**src/rtl/riscv_mem_wb_stage.sv**
```systemverilog
// riscv_mem_wb_stage: memory-access / write-back stage with an internal word-addressed DMEM.
// Optional misaligned-access trap is enabled with `define MEM_WB_MISALIGN_TRAP_EN.
module riscv_mem_wb_stage #(
    parameter int XLEN       = 32,
    parameter int DMEM_DEPTH = 32,
    parameter int ADDR_W     = 5
) (
    input  logic            clk,
    input  logic            rst,
    input  logic            ex_valid,
    output logic            ex_ready,
    input  logic [31:0]     ex_ir,
    input  logic [XLEN-1:0] ex_result,
    input  logic [XLEN-1:0] ex_rs2,
    output logic            rf_we,
    output logic [4:0]      rf_waddr,
    output logic [XLEN-1:0] rf_wdata,
    output logic            misalign
);
    typedef enum logic [1:0] {IDLE, ACCESS, WRITE} state_t;
    state_t state;
    logic [14:0] ir_q;
    logic [XLEN-1:0] res_q, rs2_q, word, lval, sdata;
    logic [XLEN-1:0] mem [DMEM_DEPTH];
    logic [6:0] op;
    logic [2:0] f3;
    logic [4:0] rd;
    logic [1:0] off;
    logic [ADDR_W-1:0] idx;
    logic [7:0] lb;
    logic [15:0] lh;
    logic [3:0] be;
    logic is_ld, is_st, is_wb, ld_ok, st_ok, mis, wr;
    logic unused_ir;
    assign unused_ir = ^ex_ir[31:15];
    assign op = ir_q[6:0];
    assign rd = ir_q[11:7];
    assign f3 = ir_q[14:12];
    assign off = res_q[1:0];
    assign idx = res_q[ADDR_W+1:2];
    assign word = mem[idx];
    assign ex_ready = state == IDLE;
    assign misalign = (state == ACCESS) & mis;
    always_comb begin
        is_ld = op == 7'b0000011;
        is_st = op == 7'b0100011;
        is_wb = op inside {7'b0110011, 7'b0010011, 7'b0110111, 7'b0010111, 7'b1101111, 7'b1100111};
        ld_ok = is_ld & (f3 inside {3'b000, 3'b001, 3'b010, 3'b100, 3'b101});
        st_ok = is_st & (f3 inside {3'b000, 3'b001, 3'b010});
        lb = word[{off, 3'b000} +: 8];
        lh = off[1] ? word[31:16] : word[15:0];
        lval = f3 == 3'b000 ? {{(XLEN-8){lb[7]}}, lb} :
               f3 == 3'b001 ? {{(XLEN-16){lh[15]}}, lh} :
               f3 == 3'b100 ? {{(XLEN-8){1'b0}}, lb} :
               f3 == 3'b101 ? {{(XLEN-16){1'b0}}, lh} : word;
        sdata = f3[1:0] == 2'b00 ? {4{rs2_q[7:0]}} :
                f3[1:0] == 2'b01 ? {2{rs2_q[15:0]}} : rs2_q;
        be = f3[1:0] == 2'b00 ? 4'b0001 << off :
             f3[1:0] == 2'b01 ? (off[1] ? 4'b1100 : 4'b0011) : 4'b1111;
`ifdef MEM_WB_MISALIGN_TRAP_EN
        mis = (ld_ok | st_ok) & ((f3[1:0] == 2'b01 & off[0]) | (f3[1:0] == 2'b10 & off != 2'b00));
`else
        mis = 1'b0;
`endif
        wr = ld_ok | is_wb;
    end
    always_ff @(posedge clk) begin
        if (rst) begin
            state <= IDLE;
            rf_we <= 1'b0;
            rf_waddr <= '0;
            rf_wdata <= '0;
            ir_q <= '0;
            res_q <= '0;
            rs2_q <= '0;
            for (int i = 0; i < DMEM_DEPTH; i++) mem[i] <= '0;
        end else begin
            rf_we <= 1'b0;
            case (state)
                IDLE: if (ex_valid) begin
                    ir_q <= ex_ir[14:0];
                    res_q <= ex_result;
                    rs2_q <= ex_rs2;
                    state <= ACCESS;
                end
                ACCESS: begin
                    state <= IDLE;
                    if (!mis) begin
                        if (st_ok)
                            for (int b = 0; b < 4; b++)
                                if (be[b]) mem[idx][8*b +: 8] <= sdata[8*b +: 8];
                        if (wr) begin
                            state <= WRITE;
                            if (rd != 5'd0) begin
                                rf_we <= 1'b1;
                                rf_waddr <= rd;
                                rf_wdata <= is_ld ? lval : res_q;
                            end
                        end
                    end
                end
                default: state <= IDLE;
            endcase
        end
    end
endmodule
```
**config.mk**
```make
export PLATFORM = sky130hd
export DESIGN_NAME = riscv_mem_wb_stage
export DESIGN_NICKNAME = d
export VERILOG_FILES = /design/src/rtl/riscv_mem_wb_stage.sv
export SDC_FILE = /design/constraint.sdc
export NUM_CORES = 2
export LEC_CHECK = 0
export CAP_MARGIN = 20
export CORE_MARGIN = 5
export CORE_UTILIZATION = 55
export CTS_CLUSTER_DIAMETER = 50
export DETAILED_ROUTE_END_ITERATION = 7
export HOLD_SLACK_MARGIN = 0.06
export PLACE_DENSITY = 0.72
export REMOVE_ABC_BUFFERS = 1
export SLEW_MARGIN = 25
export SYNTH_ARGS = -nofsm -noshare
export SYNTH_HDL_FRONTEND = slang
export SYNTH_SLANG_ARGS = --single-unit
```
**constraint.sdc**
```tcl
create_clock -name clk -period 4.9 [get_ports clk]
set_input_delay 0.98 -clock clk [delete_from_list [all_inputs] [get_ports clk]]
set_output_delay 0.98 -clock clk [all_outputs]
set_load 0.005 [all_outputs]
```
==> results.toml <==
[sta]
fin_ws_ns = 0.6838
relSlewSlack_pct = 26.80
fin_hold_ws_ns = 0.4559
layout_min_cycle_time_ns = 4.216
clock.fmax_mhz = 237.2
skew_ns = 0.03054
finalCritPeriodShare_pct = 86.05
fin_tns_setup_ns = 0
setup_violations = 0
worst_pin_slew_ns = 1.097
slew_violations = 0
rsz0062_at_grt = "no"
hold_violations = 0

[power]
ir_drop_mv = 0.3689
p_per_area_nw_per_um2 = 380.4
p_leak_uw = 0.02011
p_sw_share_pct = 23.35
p_clk_share_pct = 41.0
power_frac_seq_pct = 50.9
switchingPower_uw = 5109
pwr-share-comb_pct = 8.1
internal-power_uw = 16770

[floorplan]
row_count = 111
fp.dieH_um = 314.0
start_util_pct = 55.44
die_w_um = 314.0
die_area_um2 = 98570
io_pins = 139
core_area_um2 = 91660

[global_route]
antenna_found_initial = 4
grt_use_total_pct = 28.51
grt_max_degree = 145
grt_pass1_vias = 31800
grt_pass1_wl_um = 208900
grt-ovfl-total = 0

[finish]
layout.cells.non_filler = 5005
syn2layout_area_growth_pct = 13.21
layout.nets = 3813
drive_gt1_share_pct = 17.87
postLayoutCoreUtil_pct = 62.76

[clocking]
cts_setup_buffers = 0
cts.repair.resized = 0
postCtsHoldBufs = 0
cts_tree = "built"
root_buffer = "clkbuf_16"
htree_levels = 3
clkTransAtPathRegs_ns = 0.06
numCtsBuffers = 118
cts_buffer_depth = 3
clk_latency_ns = 0.70
cts_num_sinks = 1148

[critical_path]
required_ns = 5.48
cp.arrival_ns = 4.80
critical_path_class = "flop to flop"
cp-end-kind = "flop"
critical_path.max_fanout = 16
startpoint_type = "flop"

[place]
dpl.cell_count = 4775
io_buffers = 120
place_congestion = 0.9224
pre_cts_ws_ns = 0.7505
dp_hpwl_um = 93040

[synth]
ys_seq_area_share_pct = 65.40
synth.cell_area_um2 = 50810
synth_cell_types = 57
yosysWarnings = 0
synth_flop_cell = "edfxtp_1"
async_reset_ff_share_pct = 0
syn_inst = 3679
avgSynthCellArea_um2 = 13.81
yosysTopAreaCell = "edfxtp_1"
yosys-top-cells-area = "edfxtp_1, mux4_2, nor2_1"
synth_top_area_share_pct = 60.51
yosys_register_bits = 1148
synth_edf_count = 1024

[worst_hold_path]
hold_path.class = "flop to flop"

[status]
status = "finished clean"

[drt]
wl_per_cell_um = 28.15
ant_nets = 0
drt_drc_violations_left = 0
dr.pass1.iters = 6
vias_per_cell = 6.463
wl_um = 140900
first_iter_violations = 4494
vias = 32350

[flow_run]
cap_violations = 0
final cells by class:
cell class                 count  area, um^2
fill                        6631       34140
sequential                  1148       33250
multi-input combinational   2198       16520
clock buffer                 166        3299
timing repair buffer         245        2379
tap                         1186        1484
clock inverter                57       576.8
inverter                       3       11.26
antenna                        2       5.005
metal layers:
layer  share of wire [%]  GRT usage (%)
met4                 4.6          10.85
met1                  37          39.61
met2                  46          43.12
met5               0.017              0
met3                  13          8.676
flip-flops by register name, indices dropped and copies added (netlist names), named ones only:
| signal | flops |
|---|---|
| rf_we | 1 |
| res_q | 32 |
| state | 2 |
| rf_wdata | 32 |
| rf_waddr | 5 |
| mem | 1024 |
| ir_q | 15 |
| rs2_q | 32 |
synthesized netlist by cell type (6+ instances only):
library cell and instances:
edfxtp_1 1024, nor2b_1 8, mux4_2 299, buf_1 17, dfxtp_1 124, nand2_1 301
a21oi_1 108, a21o_1 40, nand3b_1 6, o21ai_0 24, buf_2 35, mux2i_1 72
a221oi_1 6, a211oi_1 8, and3_1 258, nand2b_1 100, buf_4 11, nand3_1 11
o21a_1 20, a22o_1 20, a22oi_1 6, clkbuf_1 263, mux2_2 18, nor2_1 835
worst paths after layout:
path	startpoint	slack, ns	end	cells after the start
setup / recovery	flop	0.68	rf_wdata[27]	8
hold / removal	rf_wdata[29]	0.46	rf_wdata[29]	1
setup reg to reg	flop	0.68	rf_wdata[27]	8
hold reg to reg	rf_wdata[29]	0.46	rf_wdata[29]	1
stage by stage:
step,instance area [um^2],power (uW)
final,57530,21880
after global routing,57520,22470
after CTS,57450,21890
after detailed placement,53570,13070
after global placement,53480,13020
after floorplan,49460,12380
critical path, stage by stage, from the launching register on:
cell and delay (ns):
dfxtp_4 0.57, buf_4 0.37, mux4_2 0.60, mux4_2 0.47
mux2_2 0.38, mux4_2 0.58, o22ai_4 0.59, o21ai_0 0.26
a22o_1 0.25
cell families after synthesis:
| group | share of synthesized area, % |
|---|---|
| buffers and inverters | 2.686 |
| and+or+nand+nor | 13.44 |
| muxes | 15.07 |
| DFF | 65.40 |
| AOI/OAI and AO/OA | 3.396 |
| other | 0.007380 |
cell usage in the layout, fill, tap and decap left out, types with 5 or more instances in the layout:
cell             count
edfxtp_1          1024
nor2_1             820
nand2_1            300
mux4_2             299
and3_1             258
clkbuf_16          123
clkdlybuf4s50_1    119
dfxtp_1            118
buf_4              106
nand2b_1           100
a21oi_1            100
mux2i_1             56
a21o_1              40
clkbuf_1            37
o21ai_0             24
o21a_1              20
a22o_1              20
mux2_2              18
clkinv_2            18
mux2i_4             16
nor2_2              14
nand3_1             11
buf_12              11
clkinv_1             9
a21oi_2              8
a211oi_1             8
bufinv_16            8
clkinv_4             8
nor2b_1              7
clkbuf_8             7
nand3b_1             6
a221oi_1             6
a22oi_1              6
clkinvlp_4           5
buf_8                5
power groups by stage:
| stage | registers (uW) | clock network, uW | logic, uW |
|---|---|---|---|
| 2_1_floorplan | 11300 | 0 | 1030 |
| 3_3_place_gp | 11300 | 0 | 1700 |
| 3_5_place_dp | 11300 | 0 | 1730 |
| 4_1_cts | 11100 | 9020 | 1740 |
| 5_1_grt | 11200 | 9460 | 1850 |
| 6_report | 11100 | 8980 | 1770 |
(Power assumes the default switching activity.)
